[src/rtl/pipeline_run_ctrl.sv]
// Execution controller for a 5-stage pipeline: gates the global enable, runs in
// free-running or single-step mode, and drains the pipeline after a decoded HALT.
module pipeline_run_ctrl #(
  parameter int DRAIN_CYCLES = 3,
  parameter int CNT_W        = 32
) (
  input  logic             i_clk,
  input  logic             i_reset,
  input  logic             i_cmd_run,
  input  logic             i_cmd_step,
  input  logic             i_cmd_stop,
  input  logic             i_cmd_clear,
  input  logic             i_halt_decoded,
  output logic             o_pipe_enable,
  output logic             o_fetch_kill,
  output logic             o_pipe_flush,
  output logic             o_halted,
  output logic             o_step_done,
  output logic [2:0]       o_state,
  output logic [CNT_W-1:0] o_cycle_cnt
);

  localparam int DC_W = $clog2(DRAIN_CYCLES + 1);

  typedef enum logic [2:0] {
    S_IDLE   = 3'd0,
    S_RUN    = 3'd1,
    S_STEP   = 3'd2,
    S_DRAIN  = 3'd3,
    S_HALTED = 3'd4
  } state_t;

  // Commands are single-cycle pulses with no ready/acknowledge: a command is
  // consumed on the edge that samples it, or dropped if the state ignores it.
  state_t          state_q;
  logic [DC_W-1:0] drain_q;
  logic            from_step_q;
  logic            enable_q;
  logic            flush_q;
  logic            halted_q;
  logic            step_done_q;
  logic [CNT_W-1:0] cnt_q, cnt_d;
  logic            clear_acc;

  always_ff @(posedge i_clk or posedge i_reset) begin
    if (i_reset) begin
      state_q     <= S_IDLE;
      drain_q     <= '0;
      from_step_q <= 1'b0;
      enable_q    <= 1'b0;
      flush_q     <= 1'b0;
      halted_q    <= 1'b0;
      step_done_q <= 1'b0;
    end else begin
      flush_q     <= 1'b0;
      step_done_q <= 1'b0;
      case (state_q)
        S_IDLE: begin
          if (i_cmd_clear) begin
            flush_q <= 1'b1;
          end else if (i_cmd_run) begin
            state_q  <= S_RUN;
            enable_q <= 1'b1;
          end else if (i_cmd_step) begin
            state_q  <= S_STEP;
            enable_q <= 1'b1;
          end
        end
        S_RUN: begin
          // A HALT in ID wins over stop so the program always drains cleanly.
          if (i_halt_decoded) begin
            state_q     <= S_DRAIN;
            drain_q     <= DC_W'(DRAIN_CYCLES);
            from_step_q <= 1'b0;
          end else if (i_cmd_stop) begin
            state_q  <= S_IDLE;
            enable_q <= 1'b0;
          end
        end
        S_STEP: begin
          if (i_halt_decoded) begin
            state_q     <= S_DRAIN;
            drain_q     <= DC_W'(DRAIN_CYCLES);
            from_step_q <= 1'b1;
          end else begin
            state_q     <= S_IDLE;
            enable_q    <= 1'b0;
            step_done_q <= 1'b1;
          end
        end
        S_DRAIN: begin
          if (drain_q == DC_W'(1)) begin
            state_q     <= S_HALTED;
            enable_q    <= 1'b0;
            halted_q    <= 1'b1;
            step_done_q <= from_step_q;
          end else begin
            drain_q <= drain_q - DC_W'(1);
          end
        end
        S_HALTED: begin
          if (i_cmd_clear) begin
            state_q  <= S_IDLE;
            halted_q <= 1'b0;
            flush_q  <= 1'b1;
          end
        end
        default: begin
          state_q  <= S_IDLE;
          enable_q <= 1'b0;
          halted_q <= 1'b0;
        end
      endcase
    end
  end

  assign clear_acc = i_cmd_clear && ((state_q == S_IDLE) || (state_q == S_HALTED));

  always_comb begin
    cnt_d = cnt_q;
    if (clear_acc) begin
      cnt_d = '0;
    end else if (enable_q && (cnt_q != {CNT_W{1'b1}})) begin
      cnt_d = cnt_q + CNT_W'(1);
    end
  end

  always_ff @(posedge i_clk or posedge i_reset) begin
    if (i_reset) begin
      cnt_q <= '0;
    end else begin
      cnt_q <= cnt_d;
    end
  end

  // Combinational so the instruction fetched during the HALT-decode cycle is squashed.
  assign o_fetch_kill  = (((state_q == S_RUN) || (state_q == S_STEP)) && i_halt_decoded) ||
                         (state_q == S_DRAIN);
  assign o_pipe_enable = enable_q;
  assign o_pipe_flush  = flush_q;
  assign o_halted      = halted_q;
  assign o_step_done   = step_done_q;
  assign o_state       = state_q;
  assign o_cycle_cnt   = cnt_q;

endmodule

[config.mk]
export PLATFORM = sky130hd
export DESIGN_NAME = pipeline_run_ctrl
export DESIGN_NICKNAME = d
export VERILOG_FILES = /design/src/rtl/pipeline_run_ctrl.sv
export SDC_FILE = /design/constraint.sdc
export NUM_CORES = 1
export LEC_CHECK = 0
export ABC_AREA = 1
export CAP_MARGIN = 20
export CORE_MARGIN = 2
export CORE_UTILIZATION = 55
export DETAILED_ROUTE_END_ITERATION = 6
export GPL_TIMING_DRIVEN = 0
export PLACE_DENSITY = 0.82
export SLEW_MARGIN = 20
export SYNTH_ARGS = -nofsm -noshare
export SYNTH_HDL_FRONTEND = slang
export SYNTH_SLANG_ARGS = --single-unit
[constraint.sdc]
create_clock -name i_clk -period 5.4 [get_ports i_clk]
set_clock_uncertainty 0.2 [all_clocks]
set_input_delay 1.08 -clock i_clk [delete_from_list [all_inputs] [get_ports i_clk]]
set_output_delay 1.08 -clock i_clk [all_outputs]
set_load 0.01 [all_outputs]
; Word level (Yosys, flattened, before mapping)
; Cells that the tools add are included.
[word_totals]
rom_bits = 0
word_cells = 81
input_bits = 7
register_bits = 42
out_inout_bits = 40
latchBits = 0
n_memories = 0
ram_bits = 0
[classes]
add_sub_neg = 2
n_eq_ne = 18
mux = 33
mul = 0
shift = 0
div = 0
n_bitwise = 2
n_lt_le_gt_ge = 0
n_reduce_logical = 18
[op_table]
columns = cell, n
row1 = $mux W32, 2
row2 = $add A32 B1 Y32 const B, 1
row3 = $ne A32 B32 Y1 const B, 1
row4 = $mux W3, 7
row5 = $ne A2 B2 Y1 const B, 9
row6 = $mux W1, 15
row7 = $pmux W3 S5, 1
row8 = $reduce_and A3 Y1, 3
row9 = $reduce_and A7 Y1, 1
row10 = $eq A3 B2 Y1 const B, 2
row11 = $mux W2, 3
row12 = $ne A3 B3 Y1 const B, 2
row13 = $reduce_bool A2 Y1, 3
row14 = $pmux W1 S5, 1
row15 = $reduce_and A5 Y1, 1
row16 = $pmux W1 S2, 2
row17 = $pmux W2 S2, 1
row18 = $reduce_or A2 Y1, 2
row19 = $eq A3 B1 Y1 const B, 1
row20 = $eq A3 B3 Y1 const B, 1
row21 = $logic_and A1 B1 Y1, 3
row22 = $logic_not A3 Y1, 1
row23 = $logic_or A1 B1 Y1, 3
row24 = $pmux W1 S3, 1
row25 = other kinds (5), 6

; Depth between registers and ports, before layout
; Gate-level depths: netlist (run 1).
[depth]
depth_word = 4
mapped_depth = 12
depth_no_buf = 11

; Least setup slack after synthesis (run 1)
; OpenSTA, ideal clock, no wires.
[synth_timing]
path_type = input to output
from = input i_halt_decoded
to = output o_fetch_kill
path_buffers = 0
path_slack_ns = 2.507
required_ns = 4.120
t_arrival_ns = 1.613
cell_stages = 2
path_cell_list = a21boi_0 > or2_2
[synth_between]
elab_chain_len = 2
[synth_rtl]
columns = item, line_no
row1 = from (decl), 13  ; input logic i_halt_decoded,
row2 = $logic_and A1 B1 Y1, 137  ; assign o_fetch_kill = (((state_q == S_RUN) || (state_q == S_STEP)) && i_halt_decoded) ||
row3 = $logic_or A1 B1 Y1, 137
row4 = to (decl), 15  ; output logic o_fetch_kill,
; No other way between the ends.

; Worst setup path after layout (run 1)
; Same ends and word-level chain as after synthesis.

==> qor.yml, run 1 <==
outcome: "completed"
dp_cells: 521
synthArstFlopShare: 1.00
areaGrowthSynthToFinish_pct: 23.9
synth_common_cells: "nand2_1 (153), nor2_1 (55), dfrtp_1 (42)"
globalplace.congestion: 0.960
clk_pin_slew_ns: 0.07
cts_tree: "done"
busiest_layer: "met2"
grt_pass1_vias: 2549
dr_total_vias: 2735
tns_ns: 0
root_buffer: "clkbuf_8"
stdcell_area_um2: 3390
synth_seq_cells: 42
pwr_density_cell_nw_per_um2: 363
drc: 0
maxCapViolCount: 0
cp_max_fo: 5
synth_edf_count: 0
clockBufferDepth: 2
drt-initial-drc-count: 169
grt_util_met3: 0.0501
cts.repair.resized: 0
avgSynthCellArea_um2: 6.73
avgRoutedWirePerCell_um: 12.9
arrival_ns: 2.78
placed_area_um2: 3310
place_hpwl_um: 5350
required_ns: 4.12
fp.dieW_um: 74.6
r2r-start: "o_cycle_cnt[0]"
num_rows: 25
wl_um: 6780
crit_path_start_kind: "input pin"
ys_types: 32
synth_most_common_cell: "nand2_1"
setup_viol: 0
hold_path.startpoint: "drain_q[0]"
grt_max_degree: 24
fin_ws_ns: 1.34
grt_util_met2: 0.430
grt_util_met1: 0.373
hp-class: "reg -> reg"
cts_buffers: 5
insertedDiodeCount: 0
fmax_mhz: 246
synth_area_leader_cell: "dfrtp_1"
tightest_slew_ns: 0.561
place_ws_ns: 1.35
start_util: 0.576
final-max-slew-violation-count: 0
rsz0062_at_grt: "false"
yosys_warnings: 0
ys_seq_area_frac: 0.384
startpoint: "i_halt_decoded"
fp.dieH_um: 74.6
grtUsageTotal: 0.269
endpoint_kind: "output pin"
power_leakage_nw: 1.53
drt_first_pass_iters: 4
drive_gt1_frac: 0.0783
grt_pass1_wl_um: 11500
synth_top_area_share: 0.384
final_hold_viol_count: 0
h-tree-depth: 2
io_pins: 47
overflow: 0
max-slew-margin-rel: 0.626
stdcell_count: 527
die-area_um2: 5560
cts_hold_buf: 0
period_minus_slack_ns: 4.06
cts.sinks: 42
syn-cell-area_um2: 2740
ir_worst_vdd_uv: 272
synth_area_leaders: "dfrtp_1 (38%), nand2_1 (21%), nor2_1 (7.5%)"
finalPower_mw: 1.23
syn_inst: 407
nets: 470
postCtsSetupRepairBufs: 0
antenna_found_initial: 0
core_region_area_um2: 4750
crit_type: "in -> out"
synth_ff_type: "dfrtp_1"
syn_nets: 416
ant_nets: 0
clock_latency_ns: 0.29
avgViaCountPerCell: 5.19
port_buffers: 46
post-route-period-util: 0.752
[state kept, by name, summed over array words and instances, names as in the netlist]
| signal | cells |
|---|---|
| o_state | 3 |
| drain_q | 2 |
| from_step_q | 1 |
| o_pipe_flush | 1 |
| o_cycle_cnt | 32 |
| o_halted | 1 |
| o_pipe_enable | 1 |
| o_step_done | 1 |
[final cells by class]
cell class / instances / area, um^2
timing repair buffer: 47 / 488
fill: 417 / 1360
multi-input combinational: 318 / 1490
sequential: 42 / 1050
inverter: 39 / 146
tap: 67 / 83.8
clock buffer: 6 / 82.6
buffer: 8 / 53.8
[cells by family (layout without fill, tap and decap cells)]
group / Yosys count / after routing / share of synthesized area
flip-flops: 42 / 42 / 0.384
AO/OA/AOI/OAI: 37 / 37 / 0.0753
XOR/XNOR: 8 / 8 / 0.0256
AND/OR/NAND/NOR: 271 / 271 / 0.433
adder cells (fa/ha/maj): 2 / 2 / 0.00913
buffers and inverters: 47 / 100 / 0.0731
[path summary, 6_finish.rpt]
check	endpoint	slack (ns)	cells past startpoint
worst max-delay path	o_fetch_kill	1.34	4
max in group asynchronous	o_cycle_cnt[18]	3.62	3
min in group asynchronous	o_cycle_cnt[5]	0.91	2
worst max register to register	o_cycle_cnt[16]	3.20	9
worst min-delay path	drain_q[0]	0.31	1
worst min register to register	drain_q[0]	0.31	1
[power breakdown]
part / leakage [nW] / total [mW] / switching [mW] / internal, mW
clock network: 0.0431 / 0.201 / 0.102 / 0.0987
registers: 0.567 / 0.477 / 0.0909 / 0.386
logic: 0.923 / 0.556 / 0.313 / 0.243
[metrics by stage]
stage          hold slack (ns)   util
2_1_floorplan            0.264      -
3_3_place_gp             0.287  0.691
3_5_place_dp             0.301  0.697
4_1_cts                  0.314  0.714
5_1_grt                  0.346  0.714
6_report                 0.312  0.714
[cells in the final DEF (no fill, tap or decap), types with 6 or more instances in the layout]
cell type / synthesis / layout
a21oi_1: 12 / 12
clkbuf_8: 0 / 6
clkdlybuf4s50_1: 0 / 46
dfrtp_1: 42 / 42
inv_1: 37 / 36
nand2_1: 153 / 153
nand3_1: 30 / 30
nand4_1: 9 / 9
nor2_1: 55 / 55
nor2_2: 6 / 6
o21ai_0: 11 / 11
o21ai_1: 6 / 6
xor2_1: 8 / 8
[per-layer routing]
layer	part of all wire	wire length [um]	vias up
met2	0.46	3130	76
li1	-	-	1386
met1	0.47	3170	1260
met4	0.018	121	0
met3	0.053	359	13
met5	0	0	-
[worst max-delay path, cell delays in order]
cell and delay [ns]:
clkdlybuf4s50_1 0.52, a21boi_0 0.44, or2_2 0.22, clkdlybuf4s50_1 0.53
Note: power is estimated with default switching activity, not from simulation.
==> inputs of run 2 (changes only) <==
--- a/config.mk
+++ b/config.mk
@@ -8,10 +8,10 @@
 export ABC_AREA = 1
 export CAP_MARGIN = 20
 export CORE_MARGIN = 2
-export CORE_UTILIZATION = 55
+export CORE_UTILIZATION = 48
 export DETAILED_ROUTE_END_ITERATION = 6
 export GPL_TIMING_DRIVEN = 0
-export PLACE_DENSITY = 0.82
+export PLACE_DENSITY = 0.76
 export SLEW_MARGIN = 20
 export SYNTH_ARGS = -nofsm -noshare
 export SYNTH_HDL_FRONTEND = slang
==> constraint.sdc (replaced) <==
create_clock -name i_clk -period 3.55 [get_ports i_clk]
set_clock_uncertainty 0.2 [all_clocks]
set_input_delay 0.71 -clock i_clk [delete_from_list [all_inputs] [get_ports i_clk]]
set_output_delay 0.71 -clock i_clk [all_outputs]
set_load 0.01 [all_outputs]
==> qor.yml, run 2 (synthesis results as in run 1) <==
outcome: "completed"
largest_register_ffs: 32
crit_path_top_delay_cell: "clkdlybuf4s50_1"
antenna_found_initial: 0
rrSetupSlack_ns: 1.31
fp.dieH_um: 79.6
ant_nets: 0
drc: 0
ir_worst_vdd_uv: 378
power_leakage_nw: 1.55
clk_pin_slew_ns: 0.08
drt_first_pass_iters: 4
overflow: 0
port_buffers: 46
clock_latency_ns: 0.30
setup_viol: 0
maxCapViolCount: 0
r2r-end: "o_cycle_cnt[28]"
fmax_mhz: 296
grt_pass1_vias: 2594
grtUsageTotal: 0.249
num_rows: 27
critPathMaxStageDelay_ns: 0.53
nFillCells: 523
fp.dieW_um: 79.6
start_util: 0.498
reg2reg_depth: 9
crit_path_start_kind: "input pin"
required_ns: 2.64
path_common_cell: "clkdlybuf4s50_1"
rsz0062_at_grt: "false"
drt-initial-drc-count: 169
cp_max_fo: 5
grt_pass1_wl_um: 12100
cts_buffers: 5
post-route-period-util: 0.952
arrival_ns: 2.47
avgViaCountPerCell: 5.22
crit_type: "in -> out"
hold_path.startpoint: "drain_q[0]"
io_pins: 47
root_buffer: "clkbuf_8"
place_hpwl_um: 5450
hold_end: "drain_q[0]"
cts_hold_buf: 0
core_region_area_um2: 5510
die-area_um2: 6330
postCtsSetupRepairBufs: 0
wl_um: 7180
period_minus_slack_ns: 3.38
endpoint_kind: "output pin"
final-max-slew-violation-count: 0
stdcell_count: 534
h-tree-depth: 2
tightest_slew_ns: 0.555
insertedDiodeCount: 0
dr_total_vias: 2785
hold_ws_ns: 0.313
place_ws_ns: 0.178
cts.repair.resized: 0
hold_depth: 1
final_common_cell: "nand2_1"
path_cells: "clkdlybuf4s50_1 -> a21boi_0 -> or2_2 -> clkdlybuf4s50_1"
dp_cells: 526
max-slew-margin-rel: 0.630
avgRoutedWirePerCell_um: 13.4
fin_ws_ns: 0.170
r2r-start: "o_cycle_cnt[0]"
clockBufferDepth: 2
pwr_density_cell_nw_per_um2: 567
grt_max_degree: 25
cts_tree: "done"
drive_gt1_frac: 0.0823
hp-class: "reg -> reg"
nets: 470
mostFrequentLayoutCells: "nand2_1 (153), nor2_1 (55), clkdlybuf4s50_1 (46)"
areaGrowthSynthToFinish_pct: 25.1
globalplace.congestion: 0.885
final_hold_viol_count: 0
tns_ns: 0
cts.sinks: 42
## run 2: cell types whose count changed in the layout (fill, tap and decap cells not counted), sizes merged
cell,previous run,this run
clkbuf,9,11
## run 2: per-stage QoR
stage               power [mW]  area [um^2]   util
CTS                       1.96         3430  0.623
floorplan                 1.21         2740      -
finish                    1.94         3430  0.623
global route              2.08         3430  0.623
global placement          1.56         3290  0.598
detailed placement        1.59         3320  0.603
## run 2: final cells by class
| cell class | instances | area (um^2) | area share |
|---|---|---|---|
| Clock buffer | 8 | 110 | 0.0321 |
| Multi-Input combinational cell | 318 | 1490 | 0.434 |
| Sequential cell | 42 | 1050 | 0.307 |
| Timing Repair Buffer | 47 | 488 | 0.142 |
| Tap cell | 72 | 90.1 | 0.0263 |
| Buffer | 8 | 53.8 | 0.0157 |
| Inverter | 39 | 146 | 0.0427 |
## run 2: metal layers
layer / wire length [um] / share of wire / GRT usage
met4: 115 / 0.016 / 0.0845
met1: 3150 / 0.44 / 0.317
met2: 3480 / 0.49 / 0.418
met3: 425 / 0.059 / 0.0554
met5: 0 / 0 / 0
## run 2: worst max path at each step
stage | from | endpoint | cells past startpoint
final | i_halt_decoded | o_fetch_kill | 4
after global routing | i_halt_decoded | o_fetch_kill | 4
after CTS | i_halt_decoded | o_fetch_kill | 4
after detailed placement | i_halt_decoded | o_fetch_kill | 4
after global placement | i_halt_decoded | o_fetch_kill | 4
after floorplan | i_halt_decoded | o_fetch_kill | 2
## run 2: critical path: cells and delay by family
kind	cells	cell delay, ns
simple gates	1	0.23
compound gates	1	0.48
buf+inv	2	1.05
## run 2: report_power, final
| group | internal, mW | switching [mW] |
|---|---|---|
| Sequential | 0.587 | 0.137 |
| Clock | 0.196 | 0.168 |
| Combinational | 0.370 | 0.486 |
==> inputs of run 3 (changes only) <==
==> constraint.sdc (replaced) <==
create_clock -name i_clk -period 3 [get_ports i_clk]
set_clock_uncertainty 0.2 [all_clocks]
set_input_delay 0.6 -clock i_clk [delete_from_list [all_inputs] [get_ports i_clk]]
set_output_delay 0.6 -clock i_clk [all_outputs]
set_load 0.01 [all_outputs]
==> qor.yml, run 3 (synthesis results as in run 1) <==
drt-initial-drc-count: 173
stdcell_count: 534
r2r-start: "o_cycle_cnt[0]"
fin_util: 0.623
crit_path_start_kind: "input pin"
reg2reg_depth: 9
tightest_slew_ns: 0.553
top_layer: "met4"
grt_pass1_wl_um: 12100
fp.dieH_um: 79.6
clockBufferDepth: 2
hold_depth: 1
grtUsageTotal: 0.249
drive_gt1_frac: 0.0844
post-route-period-util: 0.964
mostFrequentLayoutCells: "nand2_1 (153), nor2_1 (55), clkdlybuf4s50_1 (46)"
grt_pass1_vias: 2594
clk_pin_slew_ns: 0.08
rsz0062_at_grt: "false"
rrSetupSlack_ns: 0.78
globalplace.congestion: 0.885
outcome: "completed"
wl_met2_um: 3470
drt_first_pass_iters: 4
clock_latency_ns: 0.30
grt_max_degree: 25
regArea_um2: 1050
maxCapViolCount: 0
required_ns: 2.20
cp_max_fo: 5
max-slew-margin-rel: 0.631
final_common_cell: "nand2_1"
avgRoutedWirePerCell_um: 13.5
multiInputGateArea_um2: 1490
io_pins: 47
wl_met1_um: 3150
startpoint: "i_halt_decoded"
hold_end: "drain_q[0]"
final-max-slew-violation-count: 0
antenna_found_initial: 0
final_hold_viol_count: 0
cts_buffers: 5
overflow: 0
crit_type: "in -> out"
port_buffers: 46
arrival_ns: 2.09
period_minus_slack_ns: 2.89
postCtsSetupRepairBufs: 0
tns_ns: 0
h-tree-depth: 2
place_hpwl_um: 5450
hp-class: "reg -> reg"
insertedDiodeCount: 0
start_util: 0.498
cts.sinks: 42
nets: 470
drc: 0
areaGrowthSynthToFinish_pct: 25.3
cts.repair.resized: 2
setup_viol: 0
pwr_density_cell_nw_per_um2: 671
root_buffer: "clkbuf_8"
finalPower_mw: 2.30
ant_nets: 0
cts_hold_buf: 0
num_rows: 27
fp.dieW_um: 79.6
power_leakage_nw: 1.55
fmax_mhz: 346
avgViaCountPerCell: 5.20
ir_worst_vdd_uv: 437
die-area_um2: 6330
dr_wl_met3_um: 467
cts_tree: "done"
core_region_area_um2: 5510
hold_path.startpoint: "drain_q[0]"
nFillCells: 522
r2r-end: "o_cycle_cnt[28]"
dp_cells: 526
dr_total_vias: 2778
largest_register_ffs: 32
wl_um: 7190
endpoint_kind: "output pin"
[run 3: cell type report]
cell class,instances,area share
multi-input combinational,318,0.435
sequential,42,0.306
timing repair buffer,47,0.142
inverter,39,0.0427
clock buffer,8,0.0321
tap,72,0.0262
buffer,8,0.0157
[run 3: how the worst max path moves through the flow]
stage                        end  cells after the start
floorplan           o_fetch_kill                      4
global placement    o_fetch_kill                      4
detailed placement  o_fetch_kill                      4
CTS                 o_fetch_kill                      4
global route        o_fetch_kill                      4
finish              o_fetch_kill                      4
[run 3: worst max-delay path, stage by stage]
cell and delay (ns):
clkdlybuf4s50_1 0.52, a21boi_2 0.27, or2_2 0.17, clkdlybuf4s50_1 0.53
[run 3: stage by stage]
stage               setup WS, ns  cell area, um^2  hold slack [ns]
finish                     0.108             3430            0.313
global route              0.0571             3430            0.337
CTS                       0.0991             3430            0.309
detailed placement        -0.152             3320            0.294
global placement          -0.132             3290            0.287
floorplan                   1.01             2740            0.264
[run 3: report_power, final]
group	switching (mW)	internal [mW]	leakage [nW]
sequential	0.162	0.695	0.567
clock	0.199	0.232	0.0575
combinational	0.577	0.439	0.924
total	0.937	1.37	1.55
[run 3: routing by layer]
metal | vias to the layer above | GRT usage
met5 | - | 0
met4 | 0 | 0.0845
met3 | 8 | 0.0554
met2 | 76 | 0.418
met1 | 1294 | 0.317
li1 | 1400 | -
==> RTL change 1, RTL diff (settings of run 3) <==
Change the parameter `CNT_W` from 32 to 16.
--- a/src/rtl/pipeline_run_ctrl.sv
+++ b/src/rtl/pipeline_run_ctrl.sv
@@ -2,7 +2,7 @@
 // free-running or single-step mode, and drains the pipeline after a decoded HALT.
 module pipeline_run_ctrl #(
   parameter int DRAIN_CYCLES = 3,
-  parameter int CNT_W        = 32
+  parameter int CNT_W        = 16
 ) (
   input  logic             i_clk,
   input  logic             i_reset,
Ports: changed (resized o_cycle_cnt); port bits go from 47 to 31. No check against the original RTL was run, so the function may have changed too.
==> RTL change 1 against run 3 <==
Register-to-register slack improved by 0.27 ns; critical path type unchanged; final area decreased by 44%; power decreased by 47%; wire length decreased by 53%; worst setup slack improved by 0.11 ns; synthesized area decreased by 44%; sequential share of layout area increased by 2.9 points; sequential cell count decreased by 16.
==> RTL change 1: results (changes against run 3) <==
{
  "place": {
    "gp_congestion": {"value": 0.811, "change": "-8.3%"},
    "place_hpwl": {"value": 2510, "unit": "um", "change": "-54%"},
    "buffer_ports.inserted": {"value": 30, "change": "-35%"}
  },
  "worst_hold_path": {
    "worstHoldStart": "o_halted$_DFFE_PP0P_",
    "hold_path_end": "o_halted$_DFFE_PP0P_",
    "hold_path_depth": {"value": 2, "change": "+1"}
  },
  "route": {
    "drt_total_wl": {"value": 3390, "unit": "um", "change": "-53%"},
    "dr_total_vias": {"value": 1483, "change": "-47%"},
    "detail_route.first_pass.iterations": {"value": 5, "change": "+1"}
  },
  "sta": {
    "max-slew-margin-rel": {"value": 0.398, "change": "-0.233"}
  },
  "pwr": {
    "power.static_leakage": {"value": 0.955, "unit": "nW", "change": "-38%"}
  },
  "critical_path": {
    "cp_slowest_stage_delay": {"value": 0.57, "unit": "ns", "change": "+0.04 ns"},
    "path_max_fanout": {"value": 4, "change": "-1"},
    "r2r_setup_slk": {"value": 1.05, "unit": "ns", "change": "+0.27 ns"},
    "worst-endpoint-arrival": {"value": 1.98, "unit": "ns", "change": "-0.11 ns"},
    "worst_r2r_endpoint": "o_cycle_cnt[7]$_DFFE_PP0P_"
  },
  "logic_synthesis": {
    "synthTopCellsByArea": "dfrtp_1 42%, nand2_1 18%, nand3_1 7.4%",
    "yosysUniqueCellTypes": {"value": 22, "change": "-31%"},
    "synth.yosys.seq_area_share": {"value": 0.421, "change": "+0.0375"},
    "synth.top_cells.by_count": "75 x nand2_1, 26 x dfrtp_1, 25 x nor2_1, 23 x nand3_1, 21 x inv_1",
    "adder_cell_share_of_the_synthesized_area": {"value": 0.0162, "change": "+0.00706"},
    "post_synth_xor_area_fraction": {"value": 0.0283, "change": "+0.00277"}
  },
  "run_status": {
    "status": "completed"
  },
  "global_route": {
    "first_pass_grt_wire_length": {"value": 5750, "unit": "um", "change": "-52%"},
    "vias_in_the_first_global_route": {"value": 1362, "change": "-47%"},
    "maximum_number_of_pins_on_one_net_before_global_route_repair": {"value": 27, "change": "+8.0%"},
    "grtUsageTotal": {"value": 0.210, "change": "-0.0395"}
  },
  "clock_network": {
    "cts_bufs_inserted": {"value": 3, "change": "-2"},
    "clock_insertion_delay_worst_skew": {"value": 0.33, "unit": "ns", "change": "+0.03 ns"},
    "ctsRootBufferMaster": "clkbuf_4"
  },
  "final_layout": {
    "largest_reg_flops": {"value": 16, "change": "-50%"},
    "drive_gt1_frac": {"value": 0.0751, "change": "-0.00932"},
    "nets": {"value": 264, "change": "-44%"}
  }
}
==> RTL change 1: cell types whose count changed in the layout (fill, tap and decap cells not counted), moves of 8 or more <==
cell             before  now
clkbuf_8              8    0
clkdlybuf4s50_1      46   30
dfrtp_1              42   26
inv_1                36   20
nand2_1             153   75
nor2_1               55   25
==> RTL change 1: power by group <==
| part | leakage (nW) | switching, mW | internal, mW |
|---|---|---|---|
| combinational | 0.596 | 0.315 | 0.250 |
| sequential | 0.345 | 0.0767 | 0.420 |
| clock | 0.0138 | 0.106 | 0.0472 |
==> RTL change 1: critical path, delay by kind of cell <==
kind                   cells  cell delay [ns]
AO/OA/AOI/OAI              1             0.15
AND/OR/NAND/NOR            1             0.15
buffers and inverters      2             1.08
==> RTL change 1: through the flow <==
stage	power, mW	std cells	hold slack, ns	cell area [um^2]	worst slack [ns]
5_1_grt	1.32	297	0.350	1940	0.0974
4_1_cts	1.20	295	0.310	1920	0.146
2_1_floorplan	0.835	218	0.242	1550	1.24
6_report	1.21	297	0.300	1940	0.216
3_5_place_dp	1.06	292	0.273	1900	0.156
3_3_place_gp	1.05	292	0.264	1900	0.125
==> RTL change 1: what timing repair did <==
action,CTS,global route
endpoints found under the setup margin,0,1
resized for setup,0,1
buffers inserted,0,2
==> RTL change 1: final cells by class <==
cell class                 instances  area, um^2  area share
multi-input combinational        166         787       0.406
sequential                        26         651       0.336
timing repair buffer              32         315       0.163
inverter                          22        82.6      0.0426
tap                               44        55.1      0.0284
buffer                             4        25.0      0.0129
clock buffer                       3        22.5      0.0116
==> RTL change 1: layer usage <==
metal	wire, um	track usage	vias to the layer above
li1	-	-	765
met1	1550	0.256	679
met2	1670	0.370	35
met3	113	0.0256	4
met4	57	0.0932	0
met5	0	0	-
==> RTL change 2, RTL diff (config.mk and constraints of run 3) <==
Without the edit above. Make the reset (`i_reset`) synchronous in 2 clocked blocks.
--- a/src/rtl/pipeline_run_ctrl.sv
+++ b/src/rtl/pipeline_run_ctrl.sv
@@ -42,7 +42,7 @@
   logic [CNT_W-1:0] cnt_q, cnt_d;
   logic            clear_acc;
 
-  always_ff @(posedge i_clk or posedge i_reset) begin
+  always_ff @(posedge i_clk) begin
     if (i_reset) begin
       state_q     <= S_IDLE;
       drain_q     <= '0;
@@ -125,7 +125,7 @@
     end
   end
 
-  always_ff @(posedge i_clk or posedge i_reset) begin
+  always_ff @(posedge i_clk) begin
     if (i_reset) begin
       cnt_q <= '0;
     end else begin
Formal check against the unedited RTL: differs if i_reset is asserted again (counterexample within 4 cycles, from zero or initial values and one cycle with i_reset high); with i_reset held inactive, the same outputs for 10 cycles.
==> RTL change 2 against run 3 <==
Critical path depth unchanged; wire length decreased by 14%; worst setup slack improved by 0.15 ns; first-iteration DRC count decreased by 6.4%; synthesized area decreased by 13%; final area decreased by 12%; global-route usage decreased by 1.2 points; sequential cell count unchanged; maximum frequency increased by 5.4%; non-clock buffer count unchanged.
Power is not compared: it rests on default switching activity, and its combinational part moved more than twofold at a synthesized area within 25%.
==> RTL change 2: results (changes against run 3) <==
{
  "run_status": {
    "status": "completed"
  },
  "global_route": {
    "vias_in_the_first_global_route": {"value": 2308, "change": "-11%"},
    "groute.layer.met2.usage": {"value": 0.386, "change": "-0.0317"},
    "met3_routing_resource_usage_after_global_routing": {"value": 0.0461, "change": "-0.00936"},
    "global_route.usage.met1": {"value": 0.307, "change": "-0.00953"},
    "maximum_number_of_pins_on_one_net_before_global_route_repair": {"value": 13, "change": "-48%"},
    "grtUsageTotal": {"value": 0.238, "change": "-0.0115"}
  },
  "sta": {
    "worst_slack": {"value": 0.255, "unit": "ns", "change": "+0.147 ns"}
  },
  "logic_synthesis": {
    "postSynthCellCount": {"value": 380, "change": "-6.6%"},
    "synth.yosys.seq_area_share": {"value": 0.355, "change": "-0.0289"},
    "synth.top_cells.by_count": "94 x nand2_1, 84 x nor2_1, 42 x dfxtp_1, 36 x inv_1, 34 x nand3_1",
    "synthTopCellsByArea": "dfxtp_1 35%, nand2_1 15%, nor2_1 13%",
    "synth_flop_cell": "dfxtp_1",
    "nets_in_the_synthesized_netlist": {"value": 389, "change": "-6.5%"}
  },
  "place": {
    "gp_congestion": {"value": 0.931, "change": "+5.2%"},
    "placedCellCount": {"value": 492, "change": "-6.5%"},
    "buffer_ports.inserted": {"value": 45, "change": "-2.2%"},
    "place_hpwl": {"value": 4620, "unit": "um", "change": "-15%"}
  },
  "route": {
    "routed_len_inst": {"value": 12.3, "unit": "um", "change": "-8.4%"},
    "vias_per_cell": {"value": 5.09, "change": "-2.1%"}
  },
  "final_layout": {
    "drive_gt1_frac": {"value": 0.0762, "change": "-0.00820"},
    "nets": {"value": 441, "change": "-6.2%"}
  },
  "worst_hold_path": {
    "worstHoldStart": "drain_q[1]$_SDFFE_PP0P_"
  },
  "clock_network": {
    "post_cts_resize_count": {"value": 0, "change": "-2"}
  },
  "critical_path": {
    "worst-endpoint-arrival": {"value": 1.94, "unit": "ns", "change": "-0.15 ns"}
  }
}
-- RTL change 2: worst paths after layout --
check,endpoint,slack [ns],cells after the start
max,o_fetch_kill,0.26,4
min reg2reg,drain_q[1]$_SDFFE_PP0P_,0.26,2
min,drain_q[1]$_SDFFE_PP0P_,0.26,2
max reg2reg,o_cycle_cnt[26]$_SDFFE_PP0P_,1.00,9
-- RTL change 2: cells by family after synthesis --
group                      count (synthesis)  synth area share
buffers and inverters                     46            0.0876
and+or+nand+nor                          249             0.454
adders and majority gates                  2            0.0106
AOI/OAI and AO/OA                         41            0.0929
DFF                                       42             0.355
-- RTL change 2: area by class of cell --
| type | instances | area (um^2) | share of cell area |
|---|---|---|---|
| Multi-Input combinational cell | 292 | 1320 | 0.439 |
| Buffer | 10 | 72.6 | 0.0241 |
| Inverter | 36 | 135 | 0.0448 |
| Sequential cell | 42 | 841 | 0.279 |
| Tap cell | 67 | 83.8 | 0.0278 |
| Clock buffer | 8 | 110 | 0.0365 |
| Timing Repair Buffer | 45 | 450 | 0.149 |
-- RTL change 2: per-layer routing --
metal	share of wire	routed length [um]
met2	0.47	2890
met5	0	0
met3	0.056	347
met1	0.46	2850
met4	0.012	73
-- RTL change 2: report_power, final --
part | leakage [nW] | switching [mW] | internal [mW]
clock network | 0.0575 | 0.196 | 0.232
registers | 0.340 | 0.0291 | 0.596
logic | 0.715 | 0.224 | 0.149
total | 1.11 | 0.449 | 0.977
-- RTL change 2: worst register-to-register path: stages (launching register included) --
cell and delay, ns:
dfxtp_1 0.41, ha_1 0.22, nand2_1 0.08, nor2_1 0.13, nand3_1 0.21, nor2_1 0.34, nand2_1 0.10, nor2_1 0.12
nor2_1 0.05, nor2_1 0.10
